--- config.mk ---
export PLATFORM = sky130hd
export DESIGN_NAME = rf_port_arbiter
export DESIGN_NICKNAME = d
export VERILOG_FILES = /design/src/rtl/rf_port_arbiter.sv
export SDC_FILE = /design/constraint.sdc
export NUM_CORES = 1
export LEC_CHECK = 0
export ABC_AREA = 1
export CAP_MARGIN = 20
export CORE_MARGIN = 4
export CORE_UTILIZATION = 43
export CTS_BUF_LIST = sky130_fd_sc_hd__clkbuf_16
export CTS_CLUSTER_DIAMETER = 50
export DETAILED_ROUTE_END_ITERATION = 8
export GPL_TIMING_DRIVEN = 0
export PLACE_DENSITY_LB_ADDON = 0.2
export REMOVE_ABC_BUFFERS = 1
export SKIP_LAST_GASP = 1
export SYNTH_ARGS = -nofsm -noshare
export SYNTH_HDL_FRONTEND = slang
export SYNTH_SLANG_ARGS = --single-unit
--- constraint.sdc ---
create_clock -name clk -period 3.3 [get_ports clk]
set_input_delay 0.66 -clock clk [delete_from_list [all_inputs] [get_ports clk]]
set_output_delay 0.66 -clock clk [all_outputs]
set_load 0.02 [all_outputs]
--- src/rtl/rf_port_arbiter.sv ---
// Round-robin arbiter sharing one reg16 bank between the CPU execute stage (0)
// and the debug/load port (1); each grant drives the bank enables for one clock.
module rf_port_arbiter #(
  parameter int NREG = 8,
  parameter int AW   = 3
) (
  input  logic            clk,
  input  logic            reset,
  input  logic            req0,
  input  logic            req1,
  input  logic            we0,
  input  logic            we1,
  input  logic [AW-1:0]   wa0,
  input  logic [AW-1:0]   wa1,
  input  logic [15:0]     wd0,
  input  logic [15:0]     wd1,
  input  logic [AW-1:0]   ra0,
  input  logic [AW-1:0]   ra1,
  input  logic [AW-1:0]   rb0,
  input  logic [AW-1:0]   rb1,
  input  logic            stall,
  output logic            gnt0,
  output logic            gnt1,
  output logic [NREG-1:0] ld,
  output logic [NREG-1:0] oeA,
  output logic [NREG-1:0] oeB,
  output logic [15:0]     Din,
  output logic            busy
);

  typedef enum logic [1:0] {IDLE, ACC0, ACC1} state_t;

  state_t          state_reg;
  logic            rr_reg;
  logic            elig0;
  logic            elig1;
  logic            pick1;
  logic            win_any;
  logic            we_w;
  logic [AW-1:0]   wa_w;
  logic [AW-1:0]   ra_w;
  logic [AW-1:0]   rb_w;
  logic [15:0]     wd_w;
  logic [NREG-1:0] wa_dec;
  logic [NREG-1:0] ra_dec;
  logic [NREG-1:0] rb_dec;

  // A requester in its own grant cycle is not eligible, so a lone requester
  // is granted at most every other cycle.
  assign elig0   = req0 & ~stall & (state_reg != ACC0);
  assign elig1   = req1 & ~stall & (state_reg != ACC1);
  assign pick1   = elig1 & (~elig0 | rr_reg);
  assign win_any = elig0 | elig1;

  assign we_w = pick1 ? we1 : we0;
  assign wa_w = pick1 ? wa1 : wa0;
  assign ra_w = pick1 ? ra1 : ra0;
  assign rb_w = pick1 ? rb1 : rb0;
  assign wd_w = pick1 ? wd1 : wd0;

  generate
    for (genvar gi = 0; gi < NREG; gi++) begin : g_dec
      assign wa_dec[gi] = (wa_w == AW'(gi));
      assign ra_dec[gi] = (ra_w == AW'(gi));
      assign rb_dec[gi] = (rb_w == AW'(gi));
    end
  endgenerate

  always_ff @(posedge clk or negedge reset) begin
    if (!reset) begin
      state_reg <= IDLE;
      rr_reg    <= 1'b0;
      gnt0      <= 1'b0;
      gnt1      <= 1'b0;
      busy      <= 1'b0;
      ld        <= '0;
      oeA       <= '0;
      oeB       <= '0;
      Din       <= '0;
    end else if (win_any) begin
      state_reg <= pick1 ? ACC1 : ACC0;
      rr_reg    <= ~pick1;
      gnt0      <= ~pick1;
      gnt1      <= pick1;
      busy      <= 1'b1;
      ld        <= we_w ? wa_dec : '0;
      oeA       <= ra_dec;
      oeB       <= rb_dec;
      Din       <= wd_w;
    end else begin
      // Din holds its last value while idle; nothing loads without ld.
      state_reg <= IDLE;
      gnt0      <= 1'b0;
      gnt1      <= 1'b0;
      busy      <= 1'b0;
      ld        <= '0;
      oeA       <= '0;
      oeB       <= '0;
    end
  end

endmodule
Yosys cells after proc, flatten, opt, wreduce, memory -nomap -nowiden
Index checks and enable logic that the tools add are counted.
- register bits: 46
- eq/ne operators: 23
- mux-type cells: 14
- bitwise gates (word level): 10
- reduce and logical (&&, ||, !) cells: 3
- operators by type and width (cell ; number):
    equality test 3 bit (second input constant) ; 12
    two-way mux 8 bit ; 4
    equality test 3 x 2 -> 1 bit (second input constant) ; 6
    two-way mux 16 bit ; 1
    equality test 3 x 1 -> 1 bit (second input constant) ; 3
    logical NOT 3 bit ; 3
    two-way mux 3 bit ; 3
    bitwise AND 1 bit ; 5
    two-way mux 1 bit ; 4
    two-way mux 2 bit ; 2
    inverter 1 bit ; 3
    inequality test 2 x 1 -> 1 bit (second input constant) ; 1
    inequality test 2 bit (second input constant) ; 1
    OR 1 bit ; 2

Depth between registers and ports, before layout
- depth after elaboration: 10
- gate-level depth with buffers: 10

Worst setup path before layout
OpenSTA, ideal clock, no wires.
- path kind: input to register
- from: in req0
- to: reg oeA[6]
- setup time: 121 ps
- arrival: 1411 ps
- required time: 3179 ps
- slack: 1768 ps
- cell stages on the path: 10
- path through: inv_1 > nor2_2 > nand3_2 > nand2_4 > inv_2 > buf_6 > nand2_1 > nand2_1 > nand2_1 > nor2_1
- longest elaborated chain between the ends: 8
- ends and longest elaborated chain (item ; RTL line ; RTL):
    start: declaration ; 9 ; input logic req0,
    bitwise AND 1 bit * (2 in series) ; 50 ; assign elig0 = req0 & ~stall & (state_reg != ACC0);
    inverter 1 bit ; 52 ; assign pick1 = elig1 & (~elig0 | rr_reg);
    OR 1 bit ; 52 ;
    bitwise AND 1 bit ; 52 ;
    two-way mux 3 bit ; 57 ; assign ra_w = pick1 ? ra1 : ra0;
    equality test 3 bit ; 64 ; assign ra_dec[gi] = (ra_w == AW'(gi));
    two-way mux 8 bit * ; 80 ; end else if (win_any) begin
    end signal: assignment ; 87 ; oeA <= ra_dec;
    end: declaration ; 25 ; output logic [NREG-1:0] oeA,
Mark *: on every way between the ends. The rest lies on a longest branch, timed or not.
A chain may end at the register's enable or synchronous reset.

Worst setup path after layout
- from: in stall
- to: reg oeB[6]
- longest elaborated chain between the ends: 9
- ends and longest elaborated chain (item ; RTL line ; RTL):
    start: declaration ; 21 ; input logic stall,
    inverter 1 bit * ; 50, 51 ;
    bitwise AND 1 bit (2 in series) ; 50 ;
    inverter 1 bit ; 52 ;
    OR 1 bit ; 52 ;
    bitwise AND 1 bit ; 52 ;
    two-way mux 3 bit ; 58 ; assign rb_w = pick1 ? rb1 : rb0;
    equality test 3 bit ; 65 ; assign rb_dec[gi] = (rb_w == AW'(gi));
    two-way mux 8 bit * ; 80 ;
    end signal: assignment ; 88 ; oeB <= rb_dec;
    end: declaration ; 26 ; output logic [NREG-1:0] oeB,
Marks and branches as above.

==> flow_metrics.py <==
metrics = {
    "synthesis": {
        "synth_top_area_share_pct": 55.6,
        "async_reset_ff_share_pct": 100,
        "synth_area_um2": 1980,
        "synth-seq-cells": 44,
        "yosysSeqAreaShare_pct": 55.6,
        "synth_ff_type": "dfrtp_1",
        "synth_top_area_cell": "dfrtp_1",
        "synth.area.top_cells": "dfrtp_1 (56%), nand2_1 (16%), nand3_1 (10%)",
        "yosysWarnings": 0,
        "syn_avg_cell_area_um2": 8.26,
        "ys_top_cells_by_count": "nand2_1 (86), dfrtp_1 (44), nand3_1 (41), nor2_1 (27), inv_1 (15)",
        "synth.most_common_cell": "nand2_1",
        "synth-edff-count": 0,
        "ys_types": 17,
        "synthCells": 240,
    },
    "cts": {
        "clock_sink_count": 44,
        "ctsResizeCount": 0,
        "clk_latency_ps": 270,
        "postCtsSetupBuffers": 0,
        "clk_pin_slew_ps": 60,
        "cts_made_buffers": 5,
        "tritoncts": "built",
        "cts_max_path_buffers": 2,
        "postCtsHoldBufs": 0,
        "cts_htree_levels": 2,
        "clockRootBuffer": "clkbuf_16",
    },
    "routing": {
        "viasPerCell": 4.77,
        "drt_iter0_drc": 95,
        "wirelength_mm": 4.96,
        "drt-wirelength-per-cell_um": 12.7,
        "drc": 0,
        "first_pass_iters": 4,
        "num_vias": 1867,
        "ant_nets": 0,
    },
    "die": {
        "die_x_um": 75.9,
        "core_um2": 4410,
        "num_io_pins": 100,
        "core.rowCount": 24,
        "die-height_um": 75.9,
        "start_util_pct": 44.9,
        "die_area_um2": 5760,
    },
    "finish": {
        "regMostFlops": "Din",
        "area_growth_pct": 57.7,
        "diodes": 0,
        "drive_gt1_share_pct": 4.72,
        "nets": 395,
        "fill_cells": 367,
        "fin_util_pct": 70.8,
        "largest_reg_flops": 16,
        "layoutNonFillerInstCount": 391,
    },
    "place": {
        "io_buffers": 99,
        "place_hpwl_mm": 3.74,
        "routabilityCongestion": 0.773,
        "dpl.cell_count": 383,
    },
    "grt": {
        "grt_pass1_vias": 1804,
        "grt_max_degree": 37,
        "grt_usage_pct": 18.4,
        "grt_overflow_total": 0,
        "grt_antenna_before_repair": 0,
        "grt_pass1_wl_mm": 7.98,
    },
    "critical_path": {
        "worstSetupStartpointType": "primary input",
        "critPathKind": "primary input to register",
        "reg2reg_from": "gnt1",
        "crit_arrival_ps": 2600,
        "critPathLaunch": "stall",
        "required_ps": 3500,
        "cp-end-kind": "register",
        "cp_max_fo": 36,
    },
    "worst_hold_path": {
        "min_path_type": "primary input to asynchronous set/reset pin",
    },
    "status": {
        "status": "completed",
    },
    "timing": {
        "tightest_slew_ps": 495,
        "post-route-period-util_pct": 72.7,
        "max_freq_mhz": 417,
        "rsz0062_at_grt": "no",
        "finalHoldViolCount": 0,
        "skew_ps": 5.66,
        "tns_ps": 0,
        "period_minus_slack_ps": 2400,
        "finalSetupViolCount": 0,
        "slew_viol_final": 0,
        "relSlewSlack_pct": 67.0,
    },
    "pwr": {
        "leakage_nw": 1.49,
        "peakVddDrop_uv": 267,
        "power_density_nw_per_um2": 466,
    },
    "run": {
        "cap_violations": 0,
    },
}
-- report_power, final --
part           switching (mW)  internal (mW)  total [mW]  leakage [nW]
clock network           0.180          0.272       0.452        0.0738
logic                   0.201          0.187       0.388         0.839
registers              0.0260          0.591       0.617         0.581
-- critical path, stage by stage --
cell and delay (ps):
clkdlybuf4s50_1 460, clkinv_1 80, nand2_2 60, nor2_4 310, nand2_4 310, inv_2 380, nand2_1 90, nand2_1 90
nand2_1 70, nor2_1 90
-- layer usage --
metal,share of wire (%),track usage (%)
met1,40,21.0
met2,47,31.3
met3,12,8.31
met4,0.87,4.66
met5,0,0
-- layout by cell type, fill, tap and decap left out, drive strengths merged --
cell / synthesis / layout
nand3b: 7 / 7
clkinv: 1 / 2
nor2: 29 / 29
nand3: 42 / 42
clkdlybuf4s50: 0 / 98
buf: 9 / 2
o21ai: 3 / 3
inv: 17 / 19
dfrtp: 44 / 44
nand2: 88 / 88
clkbuf: 0 / 5
-- path summary, 6_finish.rpt --
path | endpoint | slack (ps) | depth (start not counted)
worst max-delay path | oeB[6] | 900 | 10
worst min-delay path | Din[12] | 250 | 1
worst max register to register | oeB[6] | 1380 | 9
worst min register to register | Din[6] | 500 | 2
max in group asynchronous | rr_reg | 2590 | 2
min in group clk | Din[6] | 500 | 2
-- through the flow --
| step | area, um2 | hold WS (ps) | worst slack, ps | total power, mW |
|---|---|---|---|---|
| after CTS | 3130 | 253 | 855 | 1.47 |
| after global routing | 3130 | 263 | 599 | 1.53 |
| after detailed placement | 2990 | 484 | 569 | 1.02 |
| final | 3130 | 249 | 902 | 1.46 |
| after global placement | 2970 | 482 | 485 | 1.01 |
| after floorplan | 1920 | 364 | 1460 | 0.803 |
-- cell type report --
| type | count | area [um2] | share of cell area [%] |
|---|---|---|---|
| tap | 52 | 65.1 | 2.08 |
| clock inverter | 3 | 11.3 | 0.360 |
| timing repair buffer | 100 | 1010 | 32.2 |
| inverter | 18 | 67.6 | 2.16 |
| multi-input combinational | 169 | 749 | 24.0 |
| clock buffer | 5 | 125 | 4.00 |
| sequential | 44 | 1100 | 35.2 |
-- cell families (layout without fill, tap and decap cells) --
logic type | Yosys count | in the layout | share of synthesized area (%)
buffers and inverters | 27 | 126 | 6.63
AOI/OAI and AO/OA | 3 | 3 | 1.14
DFF | 44 | 44 | 55.6
and+or+nand+nor | 166 | 166 | 36.7
Note: power is estimated with default switching activity, not from simulation.
